**config.mk**
```make
export PLATFORM = sky130hd
export DESIGN_NAME = steer_sched
export DESIGN_NICKNAME = d
export VERILOG_FILES = /design/src/rtl/steer_sched.sv
export SDC_FILE = /design/constraint.sdc
export NUM_CORES = 1
export LEC_CHECK = 0
export BUFFER_PORTS_ARGS = -buffer_cell sky130_fd_sc_hd__clkbuf_2
export CORE_UTILIZATION = 45
export DETAILED_ROUTE_END_ITERATION = 8
export PLACE_DENSITY = 0.77
export SYNTH_ARGS = -nofsm -noshare
export SYNTH_HDL_FRONTEND = slang
export SYNTH_SLANG_ARGS = --single-unit
```
**constraint.sdc**
```tcl
create_clock -name clk -period 4.2 [get_ports clk]
set_clock_uncertainty 0.05 [all_clocks]
set_input_delay 0.84 -clock clk [delete_from_list [all_inputs] [get_ports clk]]
set_output_delay 0.84 -clock clk [all_outputs]
set_load 0.1 [all_outputs]
```
**src/rtl/steer_sched.sv**
```systemverilog
// Clocked scheduler producing the one-hot four-phase NCL steer token for a 4-way
// dual-rail steer stage: round-robin grant, DATA/NULL handshake, stall watchdog.
module steer_sched #(
   parameter int SYNC_STAGES = 2,
   parameter int TIMEOUT     = 1023,
   parameter int CNT_W       = 16
) (
   input  logic                 clk,
   input  logic                 init_n,
   input  logic [3:0]           dest_req,
   input  logic [3:0]           dest_mask,
   output logic [3:0]           steer,
   input  logic                 steer_comp,
   output logic                 busy,
   output logic [1:0]           last_grant,
   output logic [4*CNT_W-1:0]   tok_cnt,
   output logic                 err,
   input  logic                 err_clr
);

   // state   | meaning
   // --------+---------------------------------------------------------
   // ST_IDLE | steer=0000, waiting for comp_s=0 and an eligible request
   // ST_DATA | steer=onehot(grant), waiting for completion (comp_s=1)
   // ST_NULL | steer=0000, waiting for the stage to return to NULL

   localparam int SS   = (SYNC_STAGES < 2) ? 2 : SYNC_STAGES;
   localparam int WD_W = (TIMEOUT < 2) ? 1 : $clog2(TIMEOUT + 1);
   localparam logic [WD_W-1:0] WD_MAX = WD_W'(TIMEOUT);

   typedef enum logic [1:0] {
      ST_IDLE = 2'd0,
      ST_DATA = 2'd1,
      ST_NULL = 2'd2
   } state_t;

   state_t            state_q, state_d;
   logic [3:0]        steer_q, steer_d;
   logic [1:0]        last_q, last_d;
   logic [CNT_W-1:0]  cnt_q [4];
   logic [CNT_W-1:0]  cnt_d [4];
   logic [WD_W-1:0]   wd_q, wd_d;
   logic              err_q, err_d;
   logic [SS-1:0]     sync_q;

   logic              comp_s;
   logic [3:0]        eligible;
   logic              grant_vld;
   logic [1:0]        grant_idx;

   // steer_comp is asynchronous to clk; only the synchronized copy is used.
   always_ff @(posedge clk or negedge init_n) begin
      if (!init_n) begin
         sync_q <= '0;
      end else begin
         sync_q <= {sync_q[SS-2:0], steer_comp};
      end
   end

   assign comp_s   = sync_q[SS-1];
   assign eligible = dest_req & ~dest_mask;

   // Round-robin pick: scan from last_grant+1 upward. Iterating the offsets in
   // descending order lets the nearest eligible index overwrite the farther ones.
   always_comb begin
      logic [1:0] idx;
      grant_vld = 1'b0;
      grant_idx = last_q;
      idx       = last_q;
      for (int k = 4; k >= 1; k--) begin
         idx = last_q + 2'(k);
         if (eligible[idx]) begin
            grant_vld = 1'b1;
            grant_idx = idx;
         end
      end
   end

   always_comb begin
      state_d = state_q;
      steer_d = steer_q;
      last_d  = last_q;
      for (int i = 0; i < 4; i++) begin
         cnt_d[i] = cnt_q[i];
      end
      unique case (state_q)
         ST_IDLE: begin
            steer_d = 4'b0000;
            if (!comp_s && grant_vld) begin
               state_d          = ST_DATA;
               steer_d          = 4'b0001 << grant_idx;
               last_d           = grant_idx;
               cnt_d[grant_idx] = cnt_q[grant_idx] + CNT_W'(1);
            end
         end
         ST_DATA: begin
            if (comp_s) begin
               state_d = ST_NULL;
               steer_d = 4'b0000;
            end
         end
         ST_NULL: begin
            steer_d = 4'b0000;
            if (!comp_s) begin
               state_d = ST_IDLE;
            end
         end
         default: begin
            state_d = ST_IDLE;
            steer_d = 4'b0000;
         end
      endcase
   end

   // Watchdog only observes the handshake; it never forces the FSM out of a state.
   always_comb begin
      wd_d  = wd_q;
      err_d = err_q;
      if ((state_d != state_q) || (state_q == ST_IDLE)) begin
         wd_d = '0;
      end else if ((TIMEOUT != 0) && (wd_q != WD_MAX)) begin
         wd_d = wd_q + WD_W'(1);
         if (wd_d == WD_MAX) begin
            err_d = 1'b1;
         end
      end
      if (err_clr) begin
         wd_d  = '0;
         err_d = 1'b0;
      end
   end

   always_ff @(posedge clk or negedge init_n) begin
      if (!init_n) begin
         state_q <= ST_IDLE;
         steer_q <= 4'b0000;
         last_q  <= 2'd3;
         wd_q    <= '0;
         err_q   <= 1'b0;
         for (int i = 0; i < 4; i++) begin
            cnt_q[i] <= '0;
         end
      end else begin
         state_q <= state_d;
         steer_q <= steer_d;
         last_q  <= last_d;
         wd_q    <= wd_d;
         err_q   <= err_d;
         for (int i = 0; i < 4; i++) begin
            cnt_q[i] <= cnt_d[i];
         end
      end
   end

   always_comb begin
      tok_cnt = '0;
      for (int i = 0; i < 4; i++) begin
         tok_cnt[i*CNT_W +: CNT_W] = cnt_q[i];
      end
   end

   assign steer      = steer_q;
   assign busy       = (state_q != ST_IDLE);
   assign last_grant = last_q;
   assign err        = err_q;

   // NCL invariant: at most one rail high, and never a DATA-to-DATA transition.
   a_onehot: assert property (@(posedge clk) disable iff (!init_n) $onehot0(steer_q));
   a_no_d2d: assert property (@(posedge clk) disable iff (!init_n)
                              ((steer_q != 4'b0000) && ($past(steer_q) != 4'b0000))
                              |-> (steer_q == $past(steer_q)));

endmodule
```
# == Word-level counts from Yosys, hierarchy flattened ==
# Index checks and enable logic that the tools add are counted.
# classes
bitwise,3
n_eq_ne,7
n_mux,35
magnitude_cmp,6
n_reduce_logical,11
n_addsub,5
shift,1
# op_table
operator,n
64-bit bitwise mux,1
16-bit two-way mux,3
16-bit binary-select mux with 2-bit select,1
16-bit demux with 2-bit select,1
10-bit two-way mux,3
16-bit by 1-bit adder with 16-bit output (second input constant),1
2-bit by 3-bit < comparator with 1-bit output (second input constant),4
1-bit two-way mux,12
2-bit two-way mux,6
10-bit by 1-bit adder with 10-bit output (second input constant),1
10-bit equality test (second input constant),1
10-bit != test (second input constant),1
1-bit binary-select mux with 2-bit select,4
4-bit two-way mux,2
4-bit case mux with 2 select lines,1
2-bit case mux with 3 select lines,1
2-bit nonzero test,3
2-bit adder (second input constant),2
4-bit AND,1
2-bit != test (second input constant),2
4-bit inverter,1
1-bit by 2-bit << shifter with 4-bit output (first input constant),1
3-bit >= comparator (second input constant),1
3-bit by 1-bit < comparator with 1-bit output (second input constant),1
other kinds (12),13
# word_totals
wordCells,78
regBits,85
inputBits,12
out_inout_bits,72

# == Logic depth before layout (Yosys ltp) ==
# logic_depth
depth_word,15
ltp_mapped,13

# == Worst setup path after synthesis ==
# No wires, ideal clock.
# synth_timing
path_kind,register to register
start,"reg last_q[1], in the netlist last_grant[1]"
end,"reg cnt_q, in the netlist tok_cnt[24]"
slack_ns,0.834
synth_period_minus_slack_ns,3.366
setup_ns,0.132
arrival_time_ns,3.184
path_stages_with_launch,13
path_cell_list,dfstp_2 buf_2 inv_1 buf_2 o21ai_4 buf_12 mux2_1 o21a_1 ha_1 o221ai_1 nand4b_1 xor2_1 o21ai_0
# synth_between
elab_chain_cells,12
# synth_lines
item,line_no,source
"start, declared",39,"logic [1:0] last_q, last_d;"
"start signal, assigned",146,last_q <= last_d;
2-bit adder,71,idx = last_q + 2'(k);
1-bit binary-select mux with 2-bit select,72,if (eligible[idx]) begin
1-bit two-way mux (implied by the code),72,
2-bit two-way mux (3 in a row),72,
2-bit inverter with 3-bit output (implied by the code),93,cnt_d[grant_idx] = cnt_q[grant_idx] + CNT_W'(1);
16-bit binary-select mux with 2-bit select (tied with other cells),93,
16-bit two-way mux (implied by the code) or 1-bit logical AND (tied branches),93,
16-bit two-way mux (implied by the code),93,
16-bit by 1-bit adder with 16-bit output or 16-bit demux with 2-bit select (tied branches),93,
64-bit bitwise mux,93,
"end signal, assigned by index",150,cnt_q[i] <= cnt_d[i];
"end, declared",40,logic [CNT_W-1:0] cnt_q [4];
# Several ways; a longest one is shown, not always the timed one. The select of a mux whose other input is x is not followed.
# A chain may end at the register's enable or synchronous reset.

# == Final worst setup path ==
# layout_timing
start,in dest_mask[3]
end,"reg cnt_q, in the netlist tok_cnt[47]"
# layout_between
elab_chain_cells,13
# layout_lines
item,line_no,source
"start, declared",11,"input logic [3:0] dest_mask,"
4-bit inverter *,61,assign eligible = dest_req & ~dest_mask;
4-bit AND *,61,
1-bit binary-select mux with 2-bit select,72,
1-bit two-way mux (implied by the code),72,
2-bit two-way mux (3 in a row),72,
2-bit inverter with 3-bit output (implied by the code),93,
16-bit binary-select mux with 2-bit select (tied with other cells),93,
16-bit two-way mux (implied by the code) or 1-bit logical AND (tied branches),93,
16-bit two-way mux (implied by the code),93,
16-bit by 1-bit adder with 16-bit output or 16-bit demux with 2-bit select (tied branches),93,
64-bit bitwise mux,93,
# Mark *: on every way between the ends. The rest lies on a longest branch, timed or not. The select of a mux whose other input is x is not followed.

==> results.cfg <==
[outcome]
status = finished clean

[logic_synthesis]
syn_inst = 467
synth_fp_nets = 482
synthTopCellsByArea = dfrtp_1, mux2i_1, nand2_1
synth-seq-cells = 85
syn_avg_cell_area_um2 = 9.71
syn_area_um2 = 4540
synth_cell_type_count = 58
netlist.top_cell.by_area = dfrtp_1
synth_seq_area_share = 0.470
synth_edf_count = 0
async_flop_share = 1.00
yosysTopAreaCellShare = 0.458
synth-main-ff-cell = dfrtp_1
ys_warn_count = 0

[cts]
clk_latency_ns = 0.36
cts_tree = built
clockRootBuffer = clkbuf_8
cts_sinks = 85
clkTransAtPathRegs_ns = 0.09
cts_buffers = 9
cts_hold_buf = 0
post_cts_buffers = 0
cts.path.max_buffers = 2
cts_resized = 0
htree_levels = 3

[timing]
hold_violations = 0
finalCritPeriodShare = 0.804
finalSetupTns_ns = 0
worst_slack_ns = 0.824
worst_slew_pin_slew_ns = 1.06
setup_viol = 0
period_minus_slack_ns = 3.38
maxSlewHeadroom = 0.296
report.final.slew_viol_count = 0
rsz0062_at_grt = false
hold_ws_ns = 0.338
clock.fmax_mhz = 296

[global_routing]
grt_overflow_total = 0
grt_max_degree = 86
grt_pass1_wl_mm = 18.7
grt_antenna_before_repair = 0
grt_use_total = 0.233
grt_pass1_vias = 3841

[worst_setup_path]
r2r_cells = 8
cp_data_required_time_ns = 4.41
critPathKind = input pin to flop
cp-end-kind = flop
cp_max_fo = 23
r2r_slack_ns = 0.88
start_kind = input pin
cp.arrival_ns = 3.59
r2r_start = last_grant[1]
regToRegEndpoint = tok_cnt[47]

[min_path]
hp-class = flop to flop
hp-start = sync_q[0]
min_to = sync_q[1]
min_path_cells = 0

[die]
die-area_um2 = 10500
ios = 84
core_area_um2 = 9770
rows = 36
start_util = 0.464
fp.dieH_um = 102
die_width_um = 102

[cells_and_area]
diodes = 0
drive_gt1_frac = 0.258
post-route-cell-area_um2 = 5320
fin_nets = 569
synthToLayoutAreaGrowth_pct = 17.2

[route]
routedWlPerCell_um = 16.9
drtIter0Drc = 226
via_count = 4012
drc_errors = 0
dr.pass1.iters = 5
totalWireLength_mm = 11.7
viasPerCell = 5.80
detail-route-antenna-nets = 0

[place]
place_area_um2 = 5120
dpl.hpwl_mm = 8.49
io_buffers = 83
routabilityCongestion = 0.915
place_ws_ns = 0.456

[run]
maxCapViolations = 0
-- cell usage in the layout, fill, tap and decap left out, types with 6 or more instances in the layout --
master     n
a21oi_1    8
a311o_1    8
a31oi_1   22
and3_1     6
buf_4     18
clkbuf_2  82
clkbuf_8  10
dfrtp_1   83
inv_1      7
mux2_2    11
mux2i_1   29
nand2_1   71
nand3_1   20
nand4_1   12
nor2_1    41
nor2b_1    6
o211ai_1   7
o21ai_0   31
xnor2_1    6
xor2_1     9
-- final cells by class --
| type | instances | area [um^2] |
|---|---|---|
| clock buffer | 11 | 141 |
| clock inverter | 5 | 58.8 |
| fill | 887 | 4460 |
| inverter | 7 | 26.3 |
| multi-input combinational | 351 | 2250 |
| sequential | 85 | 2130 |
| tap | 133 | 166 |
| timing repair buffer | 100 | 546 |
-- cell usage after synthesis (5+ instances only) --
master     number
mux2_2         11
nor2_1         41
a21oi_1         8
o2111ai_1       5
o31ai_1         5
o211ai_1        7
xnor2_1         6
nand2_1        71
a31oi_1        22
nand3_1        20
mux2i_1        29
o21ai_0        31
clkbuf_1       13
nor2b_1         6
dfrtp_1        83
a311o_1         8
and3_1          6
xor2_1          9
buf_2           7
inv_1           7
nand4_1        12
-- per-layer routing --
| metal | track usage | wire length (um) | vias to the layer above |
|---|---|---|---|
| met5 | 0 | 0 | - |
| met4 | 0.0846 | 240 | 0 |
| met3 | 0.0390 | 723 | 24 |
| met2 | 0.385 | 5620 | 153 |
| met1 | 0.308 | 5120 | 1947 |
| li1 | - | - | 1888 |
-- cell families after synthesis --
family / synth area share
AO/OA/AOI/OAI: 0.169
XOR/XNOR: 0.0290
adder cells (fa/ha/maj): 0.00828
buffers and inverters: 0.0345
flip-flops: 0.470
multiplexers: 0.100
AND/OR/NAND/NOR: 0.190
-- flip-flops by register name, indices dropped and copies added, names as in the netlist --
signal and cells:
tok_cnt 64, wd_q 10, steer 4, last_grant 2
state_q 2, sync_q 2, err 1
-- worst max-delay path by stage --
| stage | start | to | cells past startpoint |
|---|---|---|---|
| after global placement | dest_mask[3] | tok_cnt[63] | 10 |
| after global routing | last_grant[1] | tok_cnt[63] | 8 |
| final | dest_mask[3] | tok_cnt[47] | 10 |
| after detailed placement | dest_mask[3] | tok_cnt[47] | 10 |
| after CTS | dest_mask[3] | tok_cnt[47] | 10 |
| after floorplan | last_grant[1] | tok_cnt[24] | 12 |
-- critical path: stages --
cell and delay (ns):
clkbuf_2 0.09, nand2b_1 0.21, a211o_4 0.40, o21ai_4 0.19
buf_4 0.42, mux2i_1 0.17, mux2_4 0.34, nor4_4 0.39
a31oi_1 0.23, o31ai_1 0.29
-- per-stage QoR --
step,instances,utilization
2_1_floorplan,467,-
3_3_place_gp,676,0.524
3_5_place_dp,676,0.524
4_1_cts,692,0.544
5_1_grt,692,0.544
6_report,692,0.544
Power is left out: the tool's default activity adds up to more than one toggle a clock period on the data nets, which glitch-free logic cannot reach.
